[config.mk]
export PLATFORM = sky130hd
export DESIGN_NAME = min_cost_selector_flat
export DESIGN_NICKNAME = d
export VERILOG_FILES = /design/src/rtl/min_cost_selector_if.sv /design/src/rtl/min_cost_selector.sv /design/src/flat_wrapper.sv
export SDC_FILE = /design/constraint.sdc
export NUM_CORES = 1
export LEC_CHECK = 0
export CORE_AREA = 2 2 52 73
export CTS_CLUSTER_SIZE = 28
export DETAILED_ROUTE_END_ITERATION = 6
export DIE_AREA = 0 0 54 75
export GPL_TIMING_DRIVEN = 0
export HOLD_SLACK_MARGIN = 0.12
export PLACE_DENSITY_LB_ADDON = 0.1
export RECOVER_POWER = 100
export SETUP_SLACK_MARGIN = 0.2
export SLEW_MARGIN = 10
export SYNTH_ARGS = -nofsm -noshare
export SYNTH_HDL_FRONTEND = slang
export SYNTH_HIERARCHICAL = 1
export SYNTH_SLANG_ARGS = --single-unit
[constraint.sdc]
create_clock -name clk -period 1.85 [get_ports clk]
set_input_delay 0.37 -clock clk [delete_from_list [all_inputs] [get_ports clk]]
set_output_delay 0.37 -clock clk [all_outputs]
set_load 0.01 [all_outputs]
[src/rtl/min_cost_selector_if.sv]
// Candidate stream in, min-cost result out; the selector owns the slave view.
interface min_cost_selector_if #(
  parameter int input_size = 8,
  parameter int id_size    = 4,
  parameter int count_size = 8
);
  logic                  in_valid;
  logic                  in_ready;
  logic [input_size-1:0] in_cost;
  logic [id_size-1:0]    in_id;
  logic                  in_last;
  logic                  out_valid;
  logic                  out_ready;
  logic [input_size-1:0] out_cost;
  logic [id_size-1:0]    out_id;
  logic                  out_tie;
  logic [count_size-1:0] out_count;

  modport slave (
    input  in_valid, in_cost, in_id, in_last, out_ready,
    output in_ready, out_valid, out_cost, out_id, out_tie, out_count
  );

  modport master (
    output in_valid, in_cost, in_id, in_last, out_ready,
    input  in_ready, out_valid, out_cost, out_id, out_tie, out_count
  );
endinterface

[src/rtl/min_cost_selector.sv]
// Streaming min-cost reduction over a frame of (cost, id) beats; earliest
// arrival wins on equal cost and a tie flag reports a repeated minimum.
module min_cost_selector #(
  parameter int input_size = 8,
  parameter int id_size    = 4,
  parameter int count_size = 8
) (
  input  logic                  clk,
  input  logic                  rst_n,
  min_cost_selector_if.slave    sel_if
);
  typedef enum logic [1:0] {IDLE, ACCUM, HOLD} state_e;

  state_e                state_q;
  logic [input_size-1:0] best_cost_q;
  logic [id_size-1:0]    best_id_q;
  logic                  tie_q;
  logic [count_size-1:0] cnt_q;
  logic                  in_ready_q;
  logic                  out_valid_q;

  logic                  cmp_eq, cmp_lt, cmp_gt;
  logic                  accept;
  logic [count_size-1:0] cnt_d;

  mcs_comparator #(.input_size(input_size)) u_cmp (
    .input1_i  (sel_if.in_cost),
    .input2_i  (best_cost_q),
    .equal_o   (cmp_eq),
    .less_o    (cmp_lt),
    .greater_o (cmp_gt)
  );

  assign accept = sel_if.in_valid && in_ready_q;
  assign cnt_d  = (&cnt_q) ? cnt_q : cnt_q + 1'b1;

  always_ff @(posedge clk or negedge rst_n) begin
    if (!rst_n) begin
      state_q     <= IDLE;
      best_cost_q <= '0;
      best_id_q   <= '0;
      tie_q       <= 1'b0;
      cnt_q       <= '0;
      in_ready_q  <= 1'b0;
      out_valid_q <= 1'b0;
    end else begin
      case (state_q)
        IDLE: begin
          in_ready_q <= 1'b1;
          // first beat seeds the running best without a comparison
          if (accept) begin
            best_cost_q <= sel_if.in_cost;
            best_id_q   <= sel_if.in_id;
            tie_q       <= 1'b0;
            cnt_q       <= {{(count_size-1){1'b0}}, 1'b1};
            if (sel_if.in_last) begin
              state_q     <= HOLD;
              in_ready_q  <= 1'b0;
              out_valid_q <= 1'b1;
            end else begin
              state_q <= ACCUM;
            end
          end
        end
        ACCUM: begin
          if (accept) begin
            if (cmp_lt) begin
              best_cost_q <= sel_if.in_cost;
              best_id_q   <= sel_if.in_id;
              tie_q       <= 1'b0;
            end else if (cmp_eq && !cmp_gt) begin
              tie_q <= 1'b1;
            end
            cnt_q <= cnt_d;
            if (sel_if.in_last) begin
              state_q     <= HOLD;
              in_ready_q  <= 1'b0;
              out_valid_q <= 1'b1;
            end
          end
        end
        HOLD: begin
          if (sel_if.out_ready) begin
            state_q     <= IDLE;
            out_valid_q <= 1'b0;
            in_ready_q  <= 1'b1;
          end
        end
        default: begin
          state_q     <= IDLE;
          in_ready_q  <= 1'b1;
          out_valid_q <= 1'b0;
        end
      endcase
    end
  end

  // result fields are the running-best registers, frozen while in HOLD
  assign sel_if.in_ready  = in_ready_q;
  assign sel_if.out_valid = out_valid_q;
  assign sel_if.out_cost  = best_cost_q;
  assign sel_if.out_id    = best_id_q;
  assign sel_if.out_tie   = tie_q;
  assign sel_if.out_count = cnt_q;
endmodule

module mcs_comparator #(
  parameter int input_size = 8
) (
  input  logic [input_size-1:0] input1_i,
  input  logic [input_size-1:0] input2_i,
  output logic                  equal_o,
  output logic                  less_o,
  output logic                  greater_o
);
  assign equal_o   = (input1_i == input2_i);
  assign less_o    = (input1_i <  input2_i);
  assign greater_o = (input1_i >  input2_i);
endmodule

[src/flat_wrapper.sv]
// flat-port wrapper written by rule: the top's interface ports become plain ports
module min_cost_selector_flat 
#(
  parameter int input_size = 8,
  parameter int id_size    = 4,
  parameter int count_size = 8
)
  (clk, rst_n, sel_if_in_valid, sel_if_in_cost, sel_if_in_id, sel_if_in_last, sel_if_out_ready, sel_if_in_ready, sel_if_out_valid, sel_if_out_cost, sel_if_out_id, sel_if_out_tie, sel_if_out_count);
  min_cost_selector_if #(.input_size(input_size), .id_size(id_size), .count_size(count_size)) sel_if_i ();
  input  logic clk;
  input  logic rst_n;
  input wire logic [$bits(sel_if_i.in_valid)-1:0] sel_if_in_valid;
  input wire logic [$bits(sel_if_i.in_cost)-1:0] sel_if_in_cost;
  input wire logic [$bits(sel_if_i.in_id)-1:0] sel_if_in_id;
  input wire logic [$bits(sel_if_i.in_last)-1:0] sel_if_in_last;
  input wire logic [$bits(sel_if_i.out_ready)-1:0] sel_if_out_ready;
  output wire logic [$bits(sel_if_i.in_ready)-1:0] sel_if_in_ready;
  output wire logic [$bits(sel_if_i.out_valid)-1:0] sel_if_out_valid;
  output wire logic [$bits(sel_if_i.out_cost)-1:0] sel_if_out_cost;
  output wire logic [$bits(sel_if_i.out_id)-1:0] sel_if_out_id;
  output wire logic [$bits(sel_if_i.out_tie)-1:0] sel_if_out_tie;
  output wire logic [$bits(sel_if_i.out_count)-1:0] sel_if_out_count;
  assign sel_if_i.in_valid = sel_if_in_valid;
  assign sel_if_i.in_cost = sel_if_in_cost;
  assign sel_if_i.in_id = sel_if_in_id;
  assign sel_if_i.in_last = sel_if_in_last;
  assign sel_if_i.out_ready = sel_if_out_ready;
  assign sel_if_in_ready = sel_if_i.in_ready;
  assign sel_if_out_valid = sel_if_i.out_valid;
  assign sel_if_out_cost = sel_if_i.out_cost;
  assign sel_if_out_id = sel_if_i.out_id;
  assign sel_if_out_tie = sel_if_i.out_tie;
  assign sel_if_out_count = sel_if_i.out_count;
  min_cost_selector #(.input_size(input_size), .id_size(id_size), .count_size(count_size)) u_core (.clk(clk), .rst_n(rst_n), .sel_if(sel_if_i));
endmodule
# [After elaboration in Yosys (flattened, before gate mapping)]
# Cells that the tools add are included.
[classes] n_addsub=1 n_lt_le_gt_ge=2 n_eq_ne=12 mux=33 n_reduce_logical=13
[op_table] op="8-bit 2-to-1 mux" count=6
[op_table] op="8-bit case mux with 2 select lines" count=2
[op_table] op="4-bit AND reduction" count=4
[op_table] op="1-bit 2-to-1 mux" count=12
[op_table] op="4-bit 2-to-1 mux" count=3
[op_table] op="2-bit 2-to-1 mux" count=5
[op_table] op="2-bit by 1-bit inequality test with 1-bit output, second input constant" count=5
[op_table] op="8-bit by 1-bit adder with 8-bit output, second input constant" count=1
[op_table] op="8-bit equality test" count=1
[op_table] op="8-bit greater-than comparator" count=1
[op_table] op="8-bit less-than comparator" count=1
[op_table] op="4-bit case mux with 2 select lines" count=1
[op_table] op="8-bit AND reduction" count=1
[op_table] op="2-bit inequality test, second input constant" count=3
[op_table] op="2-bit case mux with 3 select lines" count=1
[op_table] op="3-bit AND reduction" count=2
[op_table] op="1-bit case mux with 2 select lines" count=2
[op_table] op="3-bit by 1-bit inequality test with 1-bit output, second input constant" count=1
[op_table] op="1-bit case mux with 3 select lines" count=1
[op_table] op="2-bit by 1-bit equality test with 1-bit output, second input constant" count=1
[op_table] op="2-bit equality test, second input constant" count=1
[op_table] op="1-bit logical AND" count=2
[op_table] op="2-bit logical NOT" count=1
[op_table] op="2-bit nonzero test" count=1
[op_table] op="other kinds (2)" count=2
[totals] ff_bits=25 in_bits=17 output_inout_bits=23 elab_cells=68

# [Depth between registers and ports, before layout]
# Gate-level depths: netlist of the first run.
[logic_depth] word_depth=7 ltp_mapped=9

# [Cells and area by module]
# Netlist of the first run, hierarchy kept.
[modules_own_cells] mod="min_cost_selector" n_inst=1 cells_per_inst=96 area_each_um2=1158.6 seq_area_each_um2=625.6
[modules_own_cells] mod="mcs_comparator" n_inst=1 cells_per_inst=29 area_each_um2=225.2 seq_area_each_um2=0.0

# [Worst setup path after synthesis of the first run]
# Ideal clock, no wire load.
[synth_timing] path_kind="reg2reg" start="register u_core.best_cost_q[1], in the netlist u_core/sel_if.out_cost[1]" end="register u_core.best_cost_q[0], in the netlist u_core/sel_if.out_cost[0]" setup_time_ns=0.125 arrival_time_ns=1.768 required_ns=1.725 setup_slack_ns=-0.043 stages_incl_launch_ff=10 period_less_slack_ns=1.893 cell_sequence="dfrtp_1 > inv_1 > ha_1 > nor2b_4 > o211ai_2 > a21oi_2 > nor2_1 > o21a_4 > buf_6 > mux2_4"
[synth_via] elab_chain_cells=3
[synth_lines] element="start: declaration" line_no="min_cost_selector.sv:15" source="logic [input_size-1:0] best_cost_q;"
[synth_lines] element="start signal: assignment" line_no="min_cost_selector.sv:52" source="best_cost_q <= sel_if.in_cost;"
[synth_lines] element="start signal: assignment" line_no="min_cost_selector.sv:68" source="best_cost_q <= sel_if.in_cost;"
[synth_lines] element="8-bit less-than comparator" line_no="min_cost_selector.sv:117" source="assign less_o = (input1_i < input2_i);"
[synth_lines] element="net u_core.cmp_lt" line_no="min_cost_selector.sv:22" source="logic cmp_eq, cmp_lt, cmp_gt;"
[synth_lines] element="2-bit by 1-bit inequality test with 1-bit output (no line)"
[synth_lines] element="4-bit AND reduction (no line)"
# The timed path passes the listed nets, and every way through them passes these cells.
# A chain may end at the register's enable or synchronous reset.

# [Worst setup path after layout of the first run]
[layout_timing] start="register u_core.best_cost_q[1], in the netlist u_core/sel_if.out_cost[1]" end="register u_core.best_cost_q[6], in the netlist u_core/sel_if.out_cost[6]"
# Same word-level chain as after synthesis.

==> results of run 1 <==
what timing repair did:
action                                  4_1_cts  5_1_grt
cloned                                        1        0
resized for setup                            24       18
setup buffers                                 5       10
endpoints found under the setup margin       18       22
pin swaps                                     9        5
flip-flops by register name, indices dropped and copies added, names as in the netlist:
signal / flops
u_core/sel_if.out_count: 8
u_core/sel_if.out_valid: 1
u_core/state_q: 2
u_core/sel_if.out_id: 4
u_core/sel_if.out_cost: 8
u_core/sel_if.in_ready: 1
u_core/sel_if.out_tie: 1
critical path, stage by stage (launching register included):
cell and delay [ns]:
dfrtp_1 0.37, inv_2 0.05, ha_4 0.26, nor2b_4 0.13
o211ai_2 0.08, a21oi_2 0.17, nor2_2 0.05, o21a_4 0.23
buf_12 0.14, mux2_4 0.29
synth_stat cells (all sizes together) (2+ instances only):
master | number | area share, %
a21oi | 6 | 2.4
a31oi | 2 | 0.90
buf | 3 | 1.5
dfrtp | 25 | 45
ha | 9 | 8.1
inv | 10 | 2.7
mux2 | 13 | 13
nand2 | 10 | 2.7
nand2b | 2 | 0.90
nand3 | 2 | 0.72
nand4 | 6 | 3.2
nor2 | 5 | 1.4
nor2b | 3 | 1.9
o21ai | 13 | 5.0
o31ai | 4 | 2.2
metal layers:
metal | global-route usage, % | up-vias | share of wire, %
met2 | 29.8 | 36 | 54
met3 | 1.98 | 4 | 4.0
li1 | - | 570 | -
met5 | 0 | - | 0
met4 | 6.67 | 0 | 0.97
met1 | 21.1 | 576 | 41
cell usage in the layout (no fill, tap or decap), types with 3 or more instances in the layout:
cell type / instances
a21oi_1: 4
buf_4: 14
clkbuf_8: 3
clkdlybuf4s50_1: 23
dfrtp_1: 22
dfrtp_2: 3
dlygate4sd2_1: 8
dlymetal6s2s_1: 6
ha_4: 7
inv_1: 9
mux2_2: 4
mux2_4: 9
nand2_1: 10
nand4_1: 5
nor2_1: 3
o21ai_0: 10
o31ai_1: 4
final timing paths:
path	start	end	slack, ns
worst max-delay path	u_core/sel_if.out_cost[1]$_DFFE_PN0P_	u_core/sel_if.out_cost[6]$_DFFE_PN0P_	-0.03
worst min-delay path	rst_n	u_core/sel_if.out_cost[0]$_DFFE_PN0P_	0.40
worst max register to register	u_core/sel_if.out_cost[1]$_DFFE_PN0P_	u_core/sel_if.out_cost[6]$_DFFE_PN0P_	-0.03
worst min register to register	u_core/sel_if.out_id[2]$_DFFE_PN0P_	u_core/sel_if.out_id[2]$_DFFE_PN0P_	0.51
max in group asynchronous	rst_n	u_core/sel_if.in_ready$_DFFE_PN0P_	0.55
min in group clk	sel_if_in_valid	u_core/state_q[0]$_DFFE_PN0P_	0.42
cell type report:
class | instances | area (sq um) | share of cell area (%)
flip-flops and latches | 25 | 629 | 29.3
multi-input cells | 87 | 822 | 38.2
well taps | 40 | 50.0 | 2.33
clock buffers | 4 | 45.0 | 2.09
repair buffers | 55 | 534 | 24.8
inverters | 10 | 37.5 | 1.75
plain buffers | 3 | 32.5 | 1.51
per-stage QoR:
step	setup slack (ns)	hold WS [ns]	cell area, sq um	instances
after floorplan	-0.0272	0.0744	1390	125
final	-0.0308	0.402	2150	224
after global routing	-0.104	0.451	2150	224
after CTS	-0.0948	0.475	2010	214
after detailed placement	-0.540	0.494	1830	204
after global placement	-0.498	0.488	1830	204
report_power, final:
group	internal (mW)	total (mW)	switching (mW)
logic	1.16	1.97	0.813
registers	0.768	0.934	0.166
clock network	0.154	0.323	0.169
cell families (layout without fill, tap and decap cells):
family	Yosys count	count (layout)
compound gates	31	31
fa+ha+maj	9	9
buf+inv	13	72
flops	25	25
mux	14	14
simple gates	33	33
==> results.cfg, run 1 <==
[global_routing]
antenna_found_initial = 0
grt_max_degree = 26
grt_pass1_wl_um = 5100
grtUsageTotal_pct = 17.1
grt-ovfl-total = 0
grt_pass1_vias = 1103

[die]
fp.dieH_um = 75
dieArea_sq_um = 4050
core_area_sq_um = 3380
start_util_pct = 41.0
fp.dieW_um = 54
std_cell_rows = 25
io_pins = 40

[power]
power_mw = 3.23
power_density_nw_per_um2 = 1500
ir_drop_v = 0.000855
leakagePower_nw = 0.980

[worst_setup_path]
start_kind = flip-flop
critPathKind = flip-flop to flip-flop
required_ns = 2.00
reg2reg_depth = 9
critical_path.max_fanout = 5
cp-end-kind = flip-flop
cp_data_arrival_time_ns = 2.03

[synth]
ys_ff_latch = 25
syn_inst = 125
ys.flop_type = dfrtp_1
synth-async-reset-ratio_pct = 100
postSynthAreaPerCell_sq_um = 11.1
synthMuxAreaShare_pct = 13.7
synth_cell_types = 33
ys_seq_area_share_pct = 45.2
syn_nets = 151
synth_edf_count = 0
synth_top_family_by_area = compound AO/OA/AOI/OAI gates
synth-simple-area-share_pct = 13.6
synth_xor_area_share_pct = 0
netlist_area_sq_um = 1380
synthAdderAreaFrac_pct = 8.14
synth_compound_area_share_pct = 15.1
ys_warn_count = 6

[sta]
hold_violations = 0
skew_ns = 0.00231
slew_violations = 0
post-route-period-util_pct = 102
max_freq_ghz = 0.532
setup_violations = 9
tightest_slew_ns = 1.37
maxSlewHeadroom_pct = 8.48
rsz0062_at_grt = true
post-route-min-period_ns = 1.88
finalSetupTns_ns = -0.218
finalWorstSetupSlack_ns = -0.0308

[clocking]
clkTransAtPathRegs_ns = 0.09
h-tree-depth = 1
cts_tree = done
cts_buffer_depth = 2
numClockSinks = 25
ctsHoldBuffers = 0
clock-root-buffer = clkbuf_8
clock_latency_ns = 0.26
cts_buffers = 3

[routing]
vias = 1186
postRouteAntennaNets = 0
via_per_inst = 5.29
dr.pass1.iters = 4
drc_errors = 0
wl_um = 3390
drt_iter0_drc = 18
wire_per_inst_um = 15.1

[final_layout]
n_fill_cell = 284
diodes = 0
post-route-util_pct = 63.7
drive_above_1_share_pct = 33.2
synthToLayoutAreaGrowth_pct = 55.4
layout.nets = 211

[run_status]
violations = setup timing
outcome = finished, violations left

[placed_design]
numPortBuffers = 39
dpl.hpwl_um = 2150
gp_congestion = 0.800

[min_path]
hold_path.class = input port to asynchronous set/reset pin

[flow_run]
max_cap_violations = 0
No activity file was read; power rests on OpenSTA's default activity.
==> inputs of run 2 (changes only) <==
--- a/config.mk
+++ b/config.mk
@@ -13,7 +13,6 @@
 export HOLD_SLACK_MARGIN = 0.12
 export PLACE_DENSITY_LB_ADDON = 0.1
 export RECOVER_POWER = 100
-export SETUP_SLACK_MARGIN = 0.2
 export SLEW_MARGIN = 10
 export SYNTH_ARGS = -nofsm -noshare
 export SYNTH_HDL_FRONTEND = slang
==> results.cfg, run 2 (synthesis results as in run 1) <==
[worst_setup_path]
critPathKind = flip-flop to flip-flop
cp_data_arrival_time_ns = 2.02
crit_chain = inv_2, ha_4, nor2b_4, o211ai_2, a21oi_2, nor2_2, o21a_4, buf_12, mux2_4
reg2reg_depth = 9
cp-end-kind = flip-flop
ff2ff_setup_slack_ns = -0.02
start_kind = flip-flop
required_ns = 2.01
rr_endpoint = u_core/sel_if.out_cost[6]$_DFFE_PN0P_
critical_path.max_fanout = 5
slowest_stage = dfrtp_1
critical-path-max-stage-delay_ns = 0.37
r2r_start = u_core/sel_if.out_cost[1]$_DFFE_PN0P_

[die]
fp.dieH_um = 75
start_util_pct = 41.0
std_cell_rows = 25
core_area_sq_um = 3380
fp.dieW_um = 54
dieArea_sq_um = 4050
io_pins = 40

[power]
power_density_nw_per_um2 = 1490
p_switching_mw = 1.08
sw_frac_of_total_pct = 35.8
internal-power_mw = 1.95
ir_drop_v = 0.000779
power_frac_clock_pct = 10.6
power.share.combinational_pct = 58.3
power_mw = 3.03
leakagePower_nw = 0.909
p_seq_share_pct = 31.1

[clocking]
ctsHoldBuffers = 0
clock_latency_ns = 0.26
cts_buffer_depth = 2
numClockSinks = 25
clkTransAtPathRegs_ns = 0.09
h-tree-depth = 1
cts_tree = done
clock-root-buffer = clkbuf_8
cts_buffers = 3

[sta]
slew_violations = 0
setup_violations = 9
post-route-min-period_ns = 1.87
hold_violations = 0
whs_ns = 0.402
maxSlewHeadroom_pct = 8.20
rsz0062_at_grt = true
max_freq_ghz = 0.535
skew_ns = 0.00247
post-route-period-util_pct = 101
finalWorstSetupSlack_ns = -0.0175
tightest_slew_ns = 1.38

[min_path]
hold_path.class = input port to asynchronous set/reset pin

[placed_design]
numPortBuffers = 39
dpl.hpwl_um = 2150
gp_congestion = 0.800

[routing]
drc_errors = 0
dr.pass1.iters = 4
wl_um = 3180
vias = 1171
wire_per_inst_um = 14.6
drt_iter0_drc = 39
postRouteAntennaNets = 0
via_per_inst = 5.40

[global_routing]
grt_pass1_wl_um = 5040
grt_max_degree = 26
use_met2_pct = 29.7
grt-ovfl-total = 0
met3_usage_pct = 1.98
antenna_found_initial = 0
grtUsageTotal_pct = 17.0
grt-busiest-layer = met2
use_met1_pct = 20.9
grt_pass1_vias = 1088

[run_status]
outcome = finished, violations left
violations = setup timing

[final_layout]
layout.nets = 204
drive_above_1_share_pct = 25.4
diodes = 0
layout_common_cells = dfrtp_1 (25), dlygate4sd3_1 (22), o21ai_0 (12)
synthToLayoutAreaGrowth_pct = 47.1
layout.cells.most_common = dfrtp_1

[flow_run]
max_cap_violations = 0
==> run 2: cell count changes in the layout (fill, tap and decap cells not counted), moves of 2 or more <==
| cell | before | now |
|---|---|---|
| o21ai_0 | 10 | 12 |
| buf_4 | 14 | 7 |
| dlygate4sd3_1 | 0 | 22 |
| dlymetal6s2s_1 | 6 | 0 |
| clkdlybuf4s50_1 | 23 | 8 |
| dfrtp_1 | 22 | 25 |
| dfrtp_2 | 3 | 0 |
==> run 2: timing repair <==
item,CTS,global route
resized for setup,19,4
setup endpoints to repair,12,12
pin swaps,9,3
gates cloned,1,0
setup buffers,3,5
==> run 2: metrics by stage <==
stage                     setup slack, ns  utilization (%)  area, sq um  cells  TNS, ns
after detailed placement           -0.540             54.1         1830    204    -6.32
after CTS                         -0.0948             58.9         1990    212   -0.957
after global placement             -0.498             54.1         1830    204    -5.78
final                             -0.0175             60.3         2040    217  -0.0945
after global routing              -0.0831             60.3         2040    217   -0.927
after floorplan                   -0.0272                -         1390    125   -0.245
==> run 2: cell type report <==
cell class,instances,area (sq um)
well taps,40,50.0
clock buffers,4,45.0
flip-flops and latches,25,626
multi-input cells,87,782
inverters,10,37.5
fillers,294,1340
plain buffers,3,30.0
repair buffers,48,465
==> run 2: worst max-delay path by stage <==
stage | startpoint | endpoint | cells after the start
floorplan | u_core/sel_if.out_cost[1]$_DFFE_PN0P_ | u_core/sel_if.out_cost[0]$_DFFE_PN0P_ | 9
global placement | sel_if_in_cost[1] | u_core/sel_if.out_id[2]$_DFFE_PN0P_ | 9
detailed placement | sel_if_in_cost[3] | u_core/sel_if.out_cost[6]$_DFFE_PN0P_ | 8
CTS | u_core/sel_if.out_cost[1]$_DFFE_PN0P_ | u_core/sel_if.out_id[3]$_DFFE_PN0P_ | 9
global route | u_core/sel_if.out_cost[6]$_DFFE_PN0P_ | u_core/sel_if.out_cost[3]$_DFFE_PN0P_ | 8
finish | u_core/sel_if.out_cost[1]$_DFFE_PN0P_ | u_core/sel_if.out_cost[6]$_DFFE_PN0P_ | 9
==> run 2: power groups by stage <==
stage / logic [mW] / registers, mW / clock network, mW
3_5_place_dp: 1.50 / 0.969 / 0
4_1_cts: 1.72 / 0.957 / 0.345
6_report: 1.77 / 0.942 / 0.323
3_3_place_gp: 1.48 / 0.953 / 0
5_1_grt: 1.91 / 0.980 / 0.368
2_1_floorplan: 0.822 / 1.03 / 0
==> run 2: routing by layer <==
metal | vias to the layer above | wire, um
met1 | 572 | 1300
met5 | - | 0
met2 | 39 | 1700
met4 | 0 | 24
met3 | 2 | 143
li1 | 558 | -
==> run 2: critical path, delay by kind of cell (launching register included) <==
family / cells / cell delay [ns]
AOI/OAI and AO/OA: 3 / 0.48
adders and majority gates: 1 / 0.25
buffers and inverters: 2 / 0.19
DFF: 1 / 0.37
muxes: 1 / 0.29
and+or+nand+nor: 2 / 0.18
==> inputs of run 3 (changes only) <==
--- a/config.mk
+++ b/config.mk
@@ -5,10 +5,11 @@
 export SDC_FILE = /design/constraint.sdc
 export NUM_CORES = 1
 export LEC_CHECK = 0
-export CORE_AREA = 2 2 52 73
+export ABC_AREA = 1
+export CORE_AREA = 2 2 54 76
 export CTS_CLUSTER_SIZE = 28
 export DETAILED_ROUTE_END_ITERATION = 6
-export DIE_AREA = 0 0 54 75
+export DIE_AREA = 0 0 56 78
 export GPL_TIMING_DRIVEN = 0
 export HOLD_SLACK_MARGIN = 0.12
 export PLACE_DENSITY_LB_ADDON = 0.1
==> results.cfg, run 3 <==
[clocking]
clkTransAtPathRegs_ns = 0.10
clock-root-buffer = clkbuf_8
cts_buffers = 3
cts_tree = done
numClockSinks = 25
ctsHoldBuffers = 0
h-tree-depth = 1
clock_latency_ns = 0.28
cts_buffer_depth = 2

[die]
core_area_sq_um = 3640
start_util_pct = 41.5
fp.dieH_um = 78
dieArea_sq_um = 4370
io_pins = 40
std_cell_rows = 26
fp.dieW_um = 56

[sta]
setup_violations = 0
post-route-min-period_ns = 1.74
rsz0062_at_grt = true
hold_violations = 0
maxSlewHeadroom_pct = 8.20
skew_ns = 0.00908
finalSetupTns_ns = 0
slew_violations = 0
post-route-period-util_pct = 94.2
max_freq_ghz = 0.574
tightest_slew_ns = 1.38
whs_ns = 0.353

[power]
power.share.combinational_pct = 52.9
sw_frac_of_total_pct = 40.6
power_frac_clock_pct = 13.0
internal-power_mw = 1.53
p_seq_share_pct = 34.2
leakagePower_nw = 1.04
ir_drop_v = 0.000748
power_density_nw_per_um2 = 1250
p_switching_mw = 1.05
power_mw = 2.58

[synth]
synth.most_common_cell = nand2_1
yosysTopAreaCell = dfrtp_1
synth-simple-area-share_pct = 34.0
synth_area_leaders = dfrtp_1 (41%), nand2_1 (18%), ha_1 (7.4%)
netlist_area_sq_um = 1510
synth_cell_types = 29
synth_top_family_by_area = simple AND/OR/NAND/NOR gates
synth-async-reset-ratio_pct = 100
ys_warn_count = 6
syn_inst = 191
synthAdderAreaFrac_pct = 7.44
synth_top_area_share_pct = 41.4
synth_xor_area_share_pct = 0
synthMuxAreaShare_pct = 0
ys_ff_latch = 25
synth_edf_count = 0
ys_seq_area_share_pct = 41.4
synth_compound_area_share_pct = 9.35
ys.flop_type = dfrtp_1
postSynthAreaPerCell_sq_um = 7.92
yosys-top-cells-count = nand2_1 (73), dfrtp_1 (25), inv_1 (17), nor2_1 (11)
syn_nets = 217

[global_routing]
grt_pass1_vias = 1207
grtUsageTotal_pct = 15.5
grt-ovfl-total = 0
antenna_found_initial = 0
grt_pass1_wl_um = 5340
grt_max_degree = 26

[final_layout]
seq_area_sq_um = 626
layout.nets = 265
post-route-util_pct = 56.8
n_fill_cell = 357
layout_common_cells = nand2_1 (67), dfrtp_1 (25), dlygate4sd3_1 (19)
diodes = 0
multiInputGateArea_sq_um = 815
layout.cells.most_common = nand2_1
synthToLayoutAreaGrowth_pct = 36.7
drive_above_1_share_pct = 20.2

[worst_setup_path]
required_ns = 2.03
reg2reg_depth = 13
critPathKind = flip-flop to flip-flop
start_kind = flip-flop
cp-end-kind = flip-flop
ff2ff_setup_slack_ns = 0.11
r2r_start = u_core/sel_if.out_cost[1]$_DFFE_PN0P_
critical_path.max_fanout = 5
rr_endpoint = u_core/sel_if.out_cost[0]$_DFFE_PN0P_
cp_data_arrival_time_ns = 1.92

[min_path]
hold_start = sel_if_in_cost[4]
hold_path.class = input port to flip-flop
holdPathEnd = u_core/sel_if.out_cost[4]$_DFFE_PN0P_
hold_depth = 3

[placed_design]
gp_congestion = 0.831
numPortBuffers = 39
dpl.hpwl_um = 2350

[routing]
via_per_inst = 4.78
vias = 1338
drc_errors = 0
drt_iter0_drc = 33
wl_um = 3270
dr.pass1.iters = 4
wire_per_inst_um = 11.7
postRouteAntennaNets = 0

[flow_run]
max_cap_violations = 0

[run_status]
outcome = finished clean
run 3: power by group through the flow:
stage	Clock [mW]	Combinational [mW]	Sequential [mW]
after CTS	0.344	1.42	0.894
after floorplan	0	0.708	0.967
final	0.334	1.36	0.880
after global routing	0.371	1.52	0.916
after global placement	0	1.32	0.902
after detailed placement	0	1.33	0.900
run 3: cell families after synthesis:
kind of cell	after synthesis
AOI/OAI and AO/OA	19
and+or+nand+nor	112
adders and majority gates	9
buffers and inverters	26
DFF	25
run 3: final cells by class:
cell class,instances,share of cell area [%]
Tap cell,42,2.54
Clock buffer,3,2.00
Clock inverter,1,0.242
Inverter,23,4.17
Buffer,3,1.15
Sequential cell,25,30.2
Timing Repair Buffer,43,20.3
Multi-Input combinational cell,140,39.4
run 3: worst max-delay path: stages (launching register included):
cell	delay (ns)
dfrtp_1	0.38
inv_1	0.08
ha_4	0.27
nand2_1	0.04
nand2_1	0.05
nand2_1	0.04
nand2_1	0.06
nand2_1	0.07
and2_1	0.14
o21ai_2	0.18
inv_2	0.09
buf_6	0.15
nand2_2	0.05
nand2_1	0.05
run 3: what timing repair did:
| item | 4_1_cts | 5_1_grt |
|---|---|---|
| setup endpoints to repair | 11 | 12 |
| pin swaps | 6 | 3 |
| gates cloned | 1 | 0 |
| gates resized for setup | 11 | 13 |
| setup buffers | 2 | 1 |
run 3: metal layers:
metal | vias up | global-route usage, % | share of wire [%]
met5 | - | 0 | 0
met4 | 0 | 6.67 | 1.2
met3 | 4 | 2.50 | 3.6
met2 | 24 | 28.6 | 54
met1 | 617 | 17.1 | 42
li1 | 693 | - | -
run 3: worst max path at each step:
stage	from	endpoint	slack [ns]	cells after the start
2_1_floorplan	u_core/sel_if.out_cost[7]$_DFFE_PN0P_	u_core/sel_if.out_cost[0]$_DFFE_PN0P_	0.16	11
5_1_grt	u_core/sel_if.out_cost[1]$_DFFE_PN0P_	u_core/sel_if.out_cost[5]$_DFFE_PN0P_	-0.008	13
4_1_cts	sel_if_in_cost[6]	u_core/sel_if.out_id[1]$_DFFE_PN0P_	0.001	11
6_report	u_core/sel_if.out_cost[1]$_DFFE_PN0P_	u_core/sel_if.out_cost[0]$_DFFE_PN0P_	0.11	13
3_5_place_dp	sel_if_in_cost[1]	u_core/sel_if.out_id[0]$_DFFE_PN0P_	-0.39	13
3_3_place_gp	sel_if_in_cost[1]	u_core/sel_if.out_cost[0]$_DFFE_PN0P_	-0.37	13
run 3: stage by stage:
| step | setup slack [ns] | cell area, sq um | std cells |
|---|---|---|---|
| 2_1_floorplan | 0.161 | 1510 | 191 |
| 3_3_place_gp | -0.374 | 1960 | 272 |
| 3_5_place_dp | -0.395 | 1960 | 272 |
| 4_1_cts | 0.00144 | 2050 | 279 |
| 5_1_grt | -0.00751 | 2070 | 280 |
| 6_report | 0.108 | 2070 | 280 |
